**config.mk**
```make
export PLATFORM = sky130hd
export DESIGN_NAME = bist_vec_driver_misr
export DESIGN_NICKNAME = d
export VERILOG_FILES = /design/src/rtl/bist_vec_driver_misr.sv
export SDC_FILE = /design/constraint.sdc
export NUM_CORES = 1
export LEC_CHECK = 0
export BUFFER_PORTS_ARGS = -buffer_cell sky130_fd_sc_hd__buf_2
export CORE_MARGIN = 3
export CORE_UTILIZATION = 52
export DETAILED_ROUTE_END_ITERATION = 10
export PLACE_DENSITY = 0.78
export SLEW_MARGIN = 40
export SYNTH_ARGS = -nofsm -noshare
export SYNTH_HDL_FRONTEND = slang
export SYNTH_SLANG_ARGS = --single-unit
```
**constraint.sdc**
```tcl
create_clock -name clk -period 2.7 [get_ports clk]
set_clock_uncertainty 0.1 [all_clocks]
set_input_delay 0.54 -clock clk [delete_from_list [all_inputs] [get_ports clk]]
set_output_delay 0.54 -clock clk [all_outputs]
set_load 0.05 [all_outputs]
```
**src/rtl/bist_vec_driver_misr.sv**
```systemverilog
// ---------------------------------------------------------------------------
// bist_vec_driver_misr
//
// Self-test harness stage wrapped around a combinational netlist. It drives
// a registered pseudo-random pattern into the netlist primary inputs. It holds
// each pattern for SETTLE cycles, then folds the netlist response into an 8-bit
// multiple-input signature register (MISR). After NUM_PATTERNS captures it
// raises done and reports pass when the signature equals golden_sig.
//
// Optional build macro: BIST_EXHAUSTIVE_EN
//   When defined, the pattern source is a binary up-counter that starts at
//   LFSR_SEED. A zero seed is kept as zero, and the counter wraps modulo
//   2^PI_W. When undefined, the pattern source is a Galois LFSR. That LFSR
//   uses LFSR_POLY, and a zero seed is replaced by 1. The MISR, the FSM and
//   the ports are identical in both builds.
//
// Ports:
//   clk         in   single clock
//   rst_n       in   asynchronous active-low reset
//   start       in   one-cycle request to begin a run (ignored while busy)
//   golden_sig  in   [PO_W-1:0] expected signature, compared while done
//   po_vec      in   [PO_W-1:0] netlist outputs (combinational on pi_vec)
//   pi_vec      out  [PI_W-1:0] registered pattern driven to the netlist
//   busy        out  high while applying or capturing patterns
//   done        out  high once the run has finished
//   pass        out  high while done and signature == golden_sig
//   signature   out  [PO_W-1:0] MISR contents
//   pat_cnt     out  [PI_W:0]   number of patterns captured so far
// ---------------------------------------------------------------------------
module bist_vec_driver_misr #(
  parameter int              PI_W         = 14,
  parameter int              PO_W         = 8,
  parameter int              NUM_PATTERNS = 256,
  parameter int              SETTLE       = 1,
  parameter logic [PI_W-1:0] LFSR_POLY    = 14'h002B,
  parameter logic [PI_W-1:0] LFSR_SEED    = 14'h0001,
  parameter logic [PO_W-1:0] MISR_POLY    = 8'h1D
) (
  input  logic            clk,
  input  logic            rst_n,
  input  logic            start,
  input  logic [PO_W-1:0] golden_sig,
  input  logic [PO_W-1:0] po_vec,
  output logic [PI_W-1:0] pi_vec,
  output logic            busy,
  output logic            done,
  output logic            pass,
  output logic [PO_W-1:0] signature,
  output logic [PI_W:0]   pat_cnt
);

  typedef enum logic [1:0] {
    IDLE    = 2'd0,
    APPLY   = 2'd1,
    CAPTURE = 2'd2,
    DONE    = 2'd3
  } state_t;

  localparam int CW = PI_W + 1;
  localparam int SW = $clog2(SETTLE + 1);

  // The counter must be able to hold SETTLE itself, so SW is sized on SETTLE+1.
  localparam logic [SW-1:0] SETTLE_LAST = SW'(SETTLE - 1);
  localparam logic [CW-1:0] NUM_PAT_C   = CW'(NUM_PATTERNS);

`ifdef BIST_EXHAUSTIVE_EN
  localparam logic [PI_W-1:0] SEED_EFF = LFSR_SEED;
`else
  // An all-zero LFSR state would lock up, so a zero seed becomes 1.
  localparam logic [PI_W-1:0] SEED_EFF = (LFSR_SEED == '0) ? PI_W'(1) : LFSR_SEED;
`endif

  state_t          state, state_nx;
  logic [SW-1:0]   settle_cnt, settle_nx;
  logic [PI_W-1:0] pi_nx, pat_step;
  logic [PO_W-1:0] sig_nx, misr_step;
  logic [CW-1:0]   cnt_nx, cnt_inc;
  logic            busy_nx, done_nx;

  // Pattern generator step. Exhaustive builds count upward.
  // Default builds shift a Galois LFSR left, with feedback taken from the MSB.
  always_comb begin
`ifdef BIST_EXHAUSTIVE_EN
    pat_step = pi_vec + 1'b1;
`else
    pat_step = {pi_vec[PI_W-2:0], 1'b0} ^ (pi_vec[PI_W-1] ? LFSR_POLY : '0);
`endif
  end

  // MISR step: a Galois shift of the current signature, folded with the
  // netlist response that is present during the capture cycle.
  always_comb begin
    misr_step = {signature[PO_W-2:0], 1'b0} ^ (signature[PO_W-1] ? MISR_POLY : '0) ^ po_vec;
  end

  assign cnt_inc = pat_cnt + 1'b1;

  // Next-state and datapath decode. Everything holds unless the current state
  // says otherwise. A start seen in IDLE or DONE reloads the seed and clears
  // the signature, so a run never inherits state from the previous one.
  always_comb begin
    state_nx  = state;
    settle_nx = settle_cnt;
    pi_nx     = pi_vec;
    sig_nx    = signature;
    cnt_nx    = pat_cnt;
    case (state)
      IDLE, DONE: begin
        if (start) begin
          pi_nx     = SEED_EFF;
          sig_nx    = '0;
          cnt_nx    = '0;
          settle_nx = '0;
          state_nx  = APPLY;
        end
      end
      APPLY: begin
        settle_nx = settle_cnt + 1'b1;
        if (settle_cnt == SETTLE_LAST) begin
          state_nx = CAPTURE;
        end
      end
      CAPTURE: begin
        sig_nx    = misr_step;
        pi_nx     = pat_step;
        cnt_nx    = cnt_inc;
        settle_nx = '0;
        state_nx  = (cnt_inc == NUM_PAT_C) ? DONE : APPLY;
      end
      default: begin
        state_nx = IDLE;
      end
    endcase
    busy_nx = (state_nx == APPLY) || (state_nx == CAPTURE);
    done_nx = (state_nx == DONE);
  end

  // State register.
  always_ff @(posedge clk or negedge rst_n) begin
    if (!rst_n) begin
      state <= IDLE;
    end else begin
      state <= state_nx;
    end
  end

  // Datapath and registered status flags. busy and done are decoded from the
  // next state, so they line up exactly with the state register.
  always_ff @(posedge clk or negedge rst_n) begin
    if (!rst_n) begin
      settle_cnt <= '0;
      pi_vec     <= '0;
      signature  <= '0;
      pat_cnt    <= '0;
      busy       <= 1'b0;
      done       <= 1'b0;
    end else begin
      settle_cnt <= settle_nx;
      pi_vec     <= pi_nx;
      signature  <= sig_nx;
      pat_cnt    <= cnt_nx;
      busy       <= busy_nx;
      done       <= done_nx;
    end
  end

  // pass is combinational, so golden_sig may change while done is held.
  assign pass = done && (signature == golden_sig);

endmodule

```
-- Yosys cells after proc, flatten, opt, wreduce, memory -nomap -nowiden
Cells that the tools add are included.
W data, S select, Z words.
- register bits: 42
- input bits: 19
- output and inout bits: 40
- logic and storage cells: 41
- add/subtract/negate cells: 2
- equal/unequal tests: 9
- multiplexer cells: 14
- bitwise operators: 3
- reductions and logical operators: 6
- operators by type and width (operator ; number):
    $pmux W15 S2 ; 1
    $pmux W14 S2 ; 1
    $pmux W8 S2 ; 1
    $add A15 B1 Y15 const B ; 1
    $eq A15 B9 Y1 const B ; 1
    $mux W15 ; 1
    $mux W14 ; 1
    $xor A14 B6 Y14 ; 1
    $eq A2 B2 Y1 const B ; 4
    $eq A8 B8 Y1 ; 1
    $mux W8 ; 1
    $xor A8 B5 Y8 ; 1
    $xor A8 B8 Y8 ; 1
    $mux W2 ; 3
    $mux W6 ; 1
    $pmux W2 S3 ; 1
    $mux W5 ; 1
    $eq A2 B1 Y1 const B ; 2
    $pmux W1 S3 ; 1
    $logic_not A2 Y1 ; 1
    $ne A2 B2 Y1 const B ; 1
    $reduce_and A2 Y1 ; 1
    $reduce_bool A2 Y1 ; 1
    $reduce_or A2 Y1 ; 1
    4 further kinds ; 4

-- Longest topological paths before layout
Gate-level depths: netlist of the first run.
- depth after elaboration: 6
- gate-level depth with buffers: 8
- mapped depth without buffers: 8

-- Least setup slack after synthesis of the first run
OpenSTA, ideal clock, no wires.
- kind: register -> output
- start point: reg signature[4]
- end point: out pass
- data arrival time: 2652 ps
- data required time: 2060 ps
- setup slack: -592 ps
- cell stages (with the launch flop): 5
- cells stage by stage: dfrtp_1 -> xor2_1 -> nor4_1 -> nand3_1 -> nor4_1
- cells in the longest elaborated chain, start to end: 2
- ends and longest elaborated chain (item ; line ; text):
    start, declared ; 48 ; output logic [PO_W-1:0] signature,
    start signal, assigned ; 160 ; signature <= sig_nx;
    $eq A8 B8 Y1 ; 168 ; assign pass = done && (signature == golden_sig);
    $logic_and A1 B1 Y1 ; 168 ;
    end, declared ; 47 ; output logic pass,
No other way between the ends.

-- Worst setup path in the final report of the first run
Ends and elaborated chain as after synthesis.

==> results of run 1 <==
report_power, final:
part	switching [mW]	total [mW]	internal, mW
sequential	0.144	0.891	0.748
clock	0.216	0.492	0.276
combinational	0.766	1.09	0.320
metal layers:
layer / share of wire (%) / vias up / wire length (µm) / global-route usage [%]
met2: 49 / 70 / 2502 / 32.13
met5: 0 / - / 0 / 0
met3: 5.2 / 6 / 265 / 3.977
met4: 1.2 / 0 / 60 / 6.263
li1: - / 928 / - / -
met1: 44 / 923 / 2258 / 29.69
per-stage QoR:
step	area (µm²)	worst slack [ps]
after floorplan	2211	105.3
after global placement	2557	362.5
after detailed placement	2560	290.5
after CTS	2670	193.6
after global routing	2676	42.59
final	2676	243.5
final cells by class:
class                           count  area (µm²)
Tap cell                           48       60.06
Inverter                            4       15.01
Sequential cell                    42        1051
Multi-Input combinational cell    170        1117
Clock buffer                        6       72.57
Clock inverter                      2       37.54
Fill cell                         315        1177
Timing Repair Buffer               62       322.8
worst paths after layout:
path,from,end,cells past startpoint
worst max-delay path,signature[4]$_DFFE_PN0P_,pass,5
worst min-delay path,rst_n,pat_cnt[9]$_DFFE_PN0P_,1
worst max register to register,pat_cnt[0]$_DFFE_PN0P_,busy$_DFF_PN0_,8
worst min register to register,pi_vec[1]$_DFFE_PN0P_,pi_vec[1]$_DFFE_PN0P_,2
max in group asynchronous,rst_n,pi_vec[1]$_DFFE_PN0P_,1
min in group clk,pi_vec[1]$_DFFE_PN0P_,pi_vec[1]$_DFFE_PN0P_,2
worst max-delay path, cell delays in order (launching register included):
cell	delay, ps
dfrtp_1	430
xor2_1	180
nor4_1	310
nand3_1	180
nor4_4	140
buf_2	300
cells in the final DEF (no fill, tap or decap), types with 2 or more instances in the layout:
| master | n |
|---|---|
| or3_1 | 2 |
| o21ai_1 | 3 |
| o21ai_0 | 30 |
| xor2_1 | 11 |
| o31ai_1 | 3 |
| inv_1 | 4 |
| nor2_1 | 13 |
| and2_1 | 5 |
| a22o_1 | 12 |
| ha_1 | 5 |
| a31oi_1 | 5 |
| nand2_1 | 23 |
| buf_2 | 57 |
| a21oi_1 | 8 |
| nand3_1 | 10 |
| nand4_1 | 4 |
| nor3_1 | 2 |
| dfrtp_1 | 42 |
| clkbuf_8 | 5 |
| nand2b_1 | 2 |
| xnor2_1 | 15 |
| o22ai_1 | 3 |
| buf_4 | 5 |
logic make-up after synthesis:
group                    count (synthesis)
AO/OA/AOI/OAI                           67
XOR/XNOR                                26
adder cells (fa/ha/maj)                  5
buffers and inverters                   13
flip-flops                              42
multiplexers                             1
AND/OR/NAND/NOR                         71
flip-flops by register name (all words and copies together) (netlist names):
signal,flops
done,1
busy,1
state,2
pat_cnt,15
pi_vec,14
settle_cnt,1
signature,8
timing repair:
action                                 in CTS  in global routing
gates resized for setup                     0                  1
endpoints found under the hold margin       0                  0
setup endpoints to repair                   0                  1
==> reports/results.tsv, run 1 <==
stage	metric	value	unit
timing	worst-margin pin slew	517.6	ps
timing	RSZ-0062 raised after global routing	no	
clock_network	CTS buffer count	5	
finish	Nets	309	
yosys	Synth Warn #	0	
yosys	multiplexer area fraction after synthesis	0.5128	%
yosys	ys async rst share	100.0	%
critical_path	startpoint type of the worst setup path	register	
placed_design	port bufs	58	
die	CORE AREA	0.003854	mm²
yosys	sequential fraction of the synthesis area	47.86	%
routing	average wire per standard cell	15.23	µm
critical_path	Crit Path Category	reg -> out	
hold_path	hold crit path type	in -> async	
global_route	total track usage	20.77	%
clock_network	post-CTS setup buffers	0	
routing	vias	1927	
yosys	Synth Area in XOR/XNOR	10.37	%
timing	# setup viols final	0	
routing	WL final	5087	µm
clock_network	worst skew pair latency	290	ps
global_route	first-pass GRT wire length	8438	µm
finish	layout cells sized above 1	26.22	%
power_and_ir_drop	Worst VDD drop	0.6772	mV
timing	Final Cycle Share	90.98	%
routing	Initial DRT Pass Iterations	4	
yosys	Post-synth EDFFs	0	
clock_network	number of hold buffers added after CTS	0	
critical_path	reg2reg setup slack	240	ps
timing	setup total negative slack	0	ps
critical_path	Arr. time, crit path	1820	ps
die	Rows	22	
yosys	Synth Cell Area	0.002196	mm²
yosys	synthesized flop and latch total	42	
critical_path	Worst Path Max Fanout	4	
yosys	most frequent cell after synthesis	dfrtp_1	
clock_network	Max Buffers Root-to-Sink	2	
clock_network	CTS root buf	clkbuf_8	
finish	Final Non-Filler Cells	334	
placed_design	dpl cells	326	
yosys	Netlist cell types	34	
yosys	Syn Nets	249	
yosys	Main synth FF type	dfrtp_1	
timing	max_slew headroom	65.50	%
power_and_ir_drop	Leak	1.372	nW
yosys	simple-gate share of the synthesized area	17.61	%
job	maxcap violations	0	
critical_path	CP endpoint kind	primary output	
yosys	Adder-Cell Fraction of Synth Area	2.849	%
die	die area	0.005039	mm²
yosys	cells after synthesis	225	
routing	DRC viols	0	
global_route	initial antenna violation count	0	
yosys	main combinational cell family by area after synthesis	compound AO/OA/AOI/OAI gates	
yosys	top cells by area, synth	dfrtp_1 (48%), o21ai_0 (6.8%), xnor2_1 (6.0%)	
routing	Antenna Nets Post-Route	0	
die	Starting Density	56.98	%
global_route	number of global-route vias before repair	1756	
finish	# diodes	0	
die	Die Y	70.99	µm
power_and_ir_drop	pwr dens	922.7	mW/mm²
timing	fmax	0.4071	GHz
timing	Final Hold Viols	0	
clock_network	TritonCTS clock tree	done	
yosys	compound-gate portion of the synthesized area	18.58	%
timing	fin. max-slew vios	0	
clock_network	H-tree depth	2	
placed_design	DP HPWL	3595	µm
timing	Min Hold Slack	113.6	ps
timing	crit path time final	2456	ps
critical_path	CP required	2060	ps
yosys	Synth top cells by count	dfrtp_1 (42), o21ai_0 (30), nand2_1 (23)	
power_and_ir_drop	Tot Pwr	2.469	mW
finish	P&R area growth vs syn	21.88	%
run_status	status	finished, final reports clean	
placed_design	RePlAce Congestion	0.8687	
yosys	area leader, netlist	dfrtp_1	
routing	post-detailed-route via-to-cell ratio	5.769	
yosys	Post-Syn Area per Cell	9.759	µm²
finish	Core Util, Final	69.45	%
yosys	Synth top area share	47.86	%
die	IO Pins	59	
routing	drt first-iter violations	153	
global_route	total gr overflow	0	
die	Die W	70.99	µm
clock_network	CTS Sinks	42	
clock_network	Worst-path clk slew	80	ps
global_route	largest net degree at the start of global routing	43	
No activity file was read; power rests on OpenSTA's default activity.
==> run 2: changes to the inputs <==
--- a/config.mk
+++ b/config.mk
@@ -7,9 +7,10 @@
 export LEC_CHECK = 0
 export BUFFER_PORTS_ARGS = -buffer_cell sky130_fd_sc_hd__buf_2
 export CORE_MARGIN = 3
-export CORE_UTILIZATION = 52
+export CORE_UTILIZATION = 45
 export DETAILED_ROUTE_END_ITERATION = 10
-export PLACE_DENSITY = 0.78
+export GPL_TIMING_DRIVEN = 0
+export PLACE_DENSITY = 0.69
 export SLEW_MARGIN = 40
 export SYNTH_ARGS = -nofsm -noshare
 export SYNTH_HDL_FRONTEND = slang
==> reports/results.tsv, run 2 (synthesis gave the netlist of run 1 again) <==
stage	metric	value	unit	change
power_and_ir_drop	clock power share	23.3	%	+3.4 points
die	Die W	75.86	µm	+6.9%
placed_design	RePlAce Congestion	0.8539		-1.7%
finish	# diodes	0		unchanged
routing	drt first-iter violations	110		-28%
hold_path	hold crit path type	in -> async		
critical_path	Arr. time, crit path	2570	ps	+750 ps
clock_network	post-CTS resize count	0		unchanged
timing	Final Hold Viols	0		unchanged
timing	max_slew headroom	65.72	%	+0.22 points
timing	Final WS setup	220.4	ps	-23.07 ps
placed_design	DP HPWL	3709	µm	+3.2%
finish	P&R area growth vs syn	24.33	%	
finish	Biggest register	pat_cnt		
clock_network	CTS buffer count	5		unchanged
routing	average wire per standard cell	14.75	µm	-3.2%
power_and_ir_drop	part of the power in combinational logic	42.6	%	-1.4 points
power_and_ir_drop	switching part of the total	44.71	%	-0.89 points
power_and_ir_drop	Leak	1.379	nW	+0.54%
die	die area	0.005754	mm²	+14%
global_route	largest net degree at the start of global routing	43		unchanged
die	CORE AREA	0.004534	mm²	+18%
timing	fmax	0.4033	GHz	-0.93%
finish	Final Non-Filler Cells	356		+6.6%
clock_network	CTS Sinks	42		unchanged
placed_design	dpl cells	348		+6.7%
timing	fin. max-slew vios	0		unchanged
finish	most common cell after layout, fill and taps aside	buf_2		
routing	Initial DRT Pass Iterations	4		unchanged
finish	Core Util, Final	60.21	%	-9.2 points
routing	vias	1962		+1.8%
clock_network	Worst-path clk slew	80	ps	about the same
die	IO Pins	59		unchanged
clock_network	Max Buffers Root-to-Sink	2		unchanged
critical_path	Crit Path Category	reg -> reg		
routing	post-detailed-route via-to-cell ratio	5.511		-4.5%
routing	WL final	5250	µm	+3.2%
placed_design	port bufs	58		unchanged
timing	# setup viols final	0		unchanged
finish	Nets	314		+1.6%
placed_design	Setup Slack @ Placement	186.2	ps	-104.3 ps
power_and_ir_drop	Worst VDD drop	0.7524	mV	+11%
global_route	first-pass GRT wire length	7976	µm	-5.5%
clock_network	H-tree depth	2		unchanged
clock_network	CTS root buf	clkbuf_8		
finish	max reg flops	15		unchanged
finish	most frequent cells in the layout	buf_2 (57), dfrtp_1 (41), o21ai_0 (30)		
timing	setup total negative slack	0	ps	unchanged
clock_network	TritonCTS clock tree	done		
clock_network	post-CTS setup buffers	0		unchanged
power_and_ir_drop	pwr dens	946.6	mW/mm²	+2.6%
timing	worst-margin pin slew	514.2	ps	-3.346 ps
die	Starting Density	48.43	%	-8.6 points
finish	top flop regs	pat_cnt x15, pi_vec x14, signature x8		
critical_path	CP endpoint kind	register		
die	Rows	24		+9.1%
timing	Final Cycle Share	91.84	%	+0.85 points
job	maxcap violations	0		unchanged
timing	RSZ-0062 raised after global routing	no		
critical_path	Worst Path Max Fanout	7		+3
die	Die Y	75.86	µm	+6.9%
routing	DRC viols	0		unchanged
clock_network	number of hold buffers added after CTS	0		unchanged
critical_path	CP required	2790	ps	+730 ps
global_route	number of global-route vias before repair	1627		-7.3%
global_route	total gr overflow	0		unchanged
timing	Min Hold Slack	106.1	ps	-7.496 ps
routing	Antenna Nets Post-Route	0		unchanged
clock_network	worst skew pair latency	300	ps	about the same
run_status	status	finished, final reports clean		
power_and_ir_drop	register share of total power	34.1	%	-2.0 points
timing	crit path time final	2480	ps	+23.07 ps
power_and_ir_drop	Sw Pwr	1.155	mW	+2.6%
finish	layout cells sized above 1	25.09	%	-1.1 points
global_route	total track usage	18.80	%	-2.0 points
global_route	initial antenna violation count	0		unchanged
critical_path	startpoint type of the worst setup path	register		
power_and_ir_drop	Pint	1.429	mW	+6.4%
## run 2: critical path, stage by stage (launching register included)
cell     delay [ps]
dfrtp_1         470
ha_1            290
nand2_1         140
nor3_4          270
mux2_1          350
a31oi_1         140
o22ai_1         100
a21o_1          200
ha_1            300
## run 2: layout make-up
cell class              instances  area (µm²)
flip-flops and latches         42        1052
fillers                       399        1804
multi-input cells             170        1117
inverters                       4       15.01
repair buffers                 58       292.8
clock inverters                 3       68.82
plain buffers                   9       33.78
well taps                      65       81.33
clock buffers                   5       68.82
## run 2: power groups by stage
stage	clock network, mW	logic (mW)	registers [mW]
after floorplan	0	0.487	1.20
after global placement	0	1.08	0.884
after detailed placement	0	1.10	0.891
after CTS	0.614	1.11	0.879
after global routing	0.643	1.19	0.901
final	0.602	1.10	0.882
## run 2: metrics by stage
stage	area (µm²)	total power, mW
detailed placement	2585	1.992
finish	2730	2.584
floorplan	2211	1.690
CTS	2723	2.602
global placement	2582	1.965
global route	2730	2.738
## run 2: worst paths after layout
| path | startpoint | to | slack [ps] | cells after the start |
|---|---|---|---|---|
| max in group asynchronous | rst_n | pat_cnt[0]$_DFFE_PN0P_ | 2020 | 1 |
| max reg2reg | pat_cnt[1]$_DFFE_PN0P_ | busy$_DFF_PN0_ | 220 | 8 |
| min reg2reg | pi_vec[1]$_DFFE_PN0P_ | pi_vec[1]$_DFFE_PN0P_ | 420 | 2 |
| max | pat_cnt[1]$_DFFE_PN0P_ | busy$_DFF_PN0_ | 220 | 8 |
| min | rst_n | pat_cnt[8]$_DFFE_PN0P_ | 110 | 1 |
| min in group clk | pi_vec[1]$_DFFE_PN0P_ | pi_vec[1]$_DFFE_PN0P_ | 420 | 2 |
## run 2: layer usage
layer	part of all wire (%)	global-route usage, %	vias to the layer above
met4	1.1	5.825	0
met2	46	27.38	68
met3	8.4	6.332	7
met1	45	26.42	946
met5	0	0	-
li1	-	-	941
==> run 3: changes to the inputs <==
--- a/config.mk
+++ b/config.mk
@@ -5,12 +5,13 @@
 export SDC_FILE = /design/constraint.sdc
 export NUM_CORES = 1
 export LEC_CHECK = 0
-export BUFFER_PORTS_ARGS = -buffer_cell sky130_fd_sc_hd__buf_2
+export BUFFER_PORTS_ARGS = -buffer_cell sky130_fd_sc_hd__buf_4
 export CORE_MARGIN = 3
 export CORE_UTILIZATION = 45
 export DETAILED_ROUTE_END_ITERATION = 10
 export GPL_TIMING_DRIVEN = 0
 export PLACE_DENSITY = 0.69
+export RECOVER_POWER = 100
 export SLEW_MARGIN = 40
 export SYNTH_ARGS = -nofsm -noshare
 export SYNTH_HDL_FRONTEND = slang
==> reports/results.tsv, run 3 (synthesis gave the netlist of run 1 again) <==
stage	metric	value	unit	change
timing	RSZ-0062 raised after global routing	no		
critical_path	Crit Path Category	reg -> reg		
finish	top flop regs	pat_cnt x15, pi_vec x14, signature x8		
clock_network	worst skew pair latency	310	ps	about the same
finish	most common cell after layout, fill and taps aside	clkbuf_1		
power_and_ir_drop	pwr dens	944.2	mW/mm²	-0.25%
critical_path	Worst Path Max Fanout	8		+1
finish	layout cells sized above 1	11.00	%	-14 points
clock_network	CTS buffer count	5		unchanged
power_and_ir_drop	Sw Pwr	1.159	mW	+0.31%
routing	Initial DRT Pass Iterations	4		unchanged
clock_network	post-CTS resize count	0		unchanged
finish	Biggest register	pat_cnt		
job	maxcap violations	0		unchanged
global_route	total gr overflow	0		unchanged
placed_design	port bufs	58		unchanged
timing	# setup viols final	0		unchanged
finish	Core Util, Final	59.85	%	-0.36 points
finish	P&R area growth vs syn	23.59	%	
critical_path	Arr. time, crit path	2620	ps	+50 ps
clock_network	Max Buffers Root-to-Sink	2		unchanged
timing	fmax	0.3962	GHz	-1.8%
finish	most frequent cells in the layout	clkbuf_1 (48), dfrtp_1 (42), o21ai_0 (33)		
global_route	largest net degree at the start of global routing	43		unchanged
die	IO Pins	59		unchanged
finish	max reg flops	15		unchanged
clock_network	Worst-path clk slew	90	ps	about the same
critical_path	RR Endpoint	busy$_DFF_PN0_		
power_and_ir_drop	switching part of the total	45.23	%	+0.52 points
clock_network	TritonCTS clock tree	done		
run_status	status	finished, final reports clean		
clock_network	CTS Sinks	42		unchanged
critical_path	reg2reg setup slack	180	ps	-40 ps
critical_path	Critical Path Start	pat_cnt[0]$_DFFE_PN0P_		
critical_path	Worst Reg-to-Reg Cells	8		unchanged
global_route	first-pass GRT wire length	8542	µm	+7.1%
finish	# diodes	0		unchanged
power_and_ir_drop	Worst VDD drop	0.6208	mV	-17%
critical_path	r2r startpoint	pat_cnt[0]$_DFFE_PN0P_		
die	Starting Density	48.43	%	unchanged
die	CORE AREA	0.004534	mm²	unchanged
timing	Final Cycle Share	93.48	%	+1.6 points
timing	worst-margin pin slew	1046	ps	+531.7 ps
placed_design	Setup Slack @ Placement	221.5	ps	+35.35 ps
power_and_ir_drop	register share of total power	34.3	%	+0.2 points
timing	Final Hold Viols	0		unchanged
placed_design	DP Area	0.002728	mm²	+5.5%
timing	crit path time final	2524	ps	+44.28 ps
finish	fillers	433		+8.5%
routing	WL final	5414	µm	+3.1%
power_and_ir_drop	clock power share	23.7	%	+0.4 points
routing	drt first-iter violations	142		+29%
clock_network	number of hold buffers added after CTS	0		unchanged
clock_network	post-CTS setup buffers	0		unchanged
routing	Antenna Nets Post-Route	0		unchanged
hold_path	hold crit path type	in -> async		
finish	Nets	314		unchanged
finish	Final Instance Area	0.002714	mm²	-0.60%
critical_path	CP endpoint kind	register		
clock_network	H-tree depth	2		unchanged
timing	fin. max-slew vios	0		unchanged
critical_path	startpoint type of the worst setup path	register		
timing	setup total negative slack	0	ps	unchanged
placed_design	RePlAce Congestion	0.8380		-1.9%
critical_path	CP required	2790	ps	about the same
die	die area	0.005754	mm²	unchanged
power_and_ir_drop	Leak	1.230	nW	-11%
routing	vias	1947		-0.76%
die	Rows	24		unchanged
placed_design	DP HPWL	3801	µm	+2.5%
die	Die W	75.86	µm	unchanged
global_route	total track usage	20.00	%	+1.2 points
routing	average wire per standard cell	15.21	µm	+3.1%
global_route	initial antenna violation count	0		unchanged
power_and_ir_drop	part of the power in combinational logic	42.0	%	-0.6 points
routing	post-detailed-route via-to-cell ratio	5.469		-0.76%
clock_network	CTS root buf	clkbuf_8		
power_and_ir_drop	Pint	1.403	mW	-1.8%
die	Die Y	75.86	µm	unchanged
timing	Final WS setup	176.2	ps	-44.28 ps
timing	max_slew headroom	30.27	%	-35 points
global_route	number of global-route vias before repair	1779		+9.3%
routing	DRC viols	0		unchanged
## run 3: cell type report
| class | count | area, µm² | share of cell area [%] |
|---|---|---|---|
| plain buffers | 9 | 33.78 | 1.245 |
| clock buffers | 5 | 68.82 | 2.536 |
| clock inverters | 3 | 68.82 | 2.536 |
| inverters | 4 | 15.01 | 0.5533 |
| multi-input cells | 170 | 1111 | 40.94 |
| flip-flops and latches | 42 | 1051 | 38.73 |
| well taps | 65 | 81.33 | 2.997 |
| repair buffers | 58 | 284.0 | 10.47 |
## run 3: stage by stage
stage          cells  total power, mW  hold slack (ps)
4_1_cts          356            2.673            129.3
2_1_floorplan    225            1.690            144.4
3_5_place_dp     348            2.053            410.5
3_3_place_gp     348            2.034            402.3
5_1_grt          356            2.733            381.1
6_report         356            2.562            311.9
## run 3: how the worst max path moves through the flow
stage | cells past startpoint | slack, ps | to
6_report | 8 | 180 | busy$_DFF_PN0_
5_1_grt | 8 | 40 | busy$_DFF_PN0_
4_1_cts | 8 | 190 | busy$_DFF_PN0_
3_5_place_dp | 8 | 220 | busy$_DFF_PN0_
3_3_place_gp | 8 | 220 | busy$_DFF_PN0_
2_1_floorplan | 8 | 110 | busy$_DFF_PN0_
## run 3: critical path: stages (launching register included)
cell and delay, ps:
dfrtp_1 480, ha_1 290, and2_1 230, nand3_1 110
nor3_1 230, xor2_1 130, nor4b_1 390, a21o_1 210
ha_1 240
## run 3: metal layers
metal / wire (µm) / GRT usage (%) / up-vias
li1: - / - / 942
met1: 2441 / 26.90 / 927
met2: 2498 / 30.80 / 74
met3: 433 / 6.201 / 4
met4: 41 / 6.408 / 0
met5: 0 / 0 / -
## run 3: power groups by stage
stage	combinational (mW)	sequential [mW]	clock, mW
2_1_floorplan	0.487	1.20	0
5_1_grt	1.19	0.905	0.641
4_1_cts	1.17	0.883	0.618
3_3_place_gp	1.14	0.891	0
3_5_place_dp	1.16	0.894	0
6_report	1.08	0.880	0.606
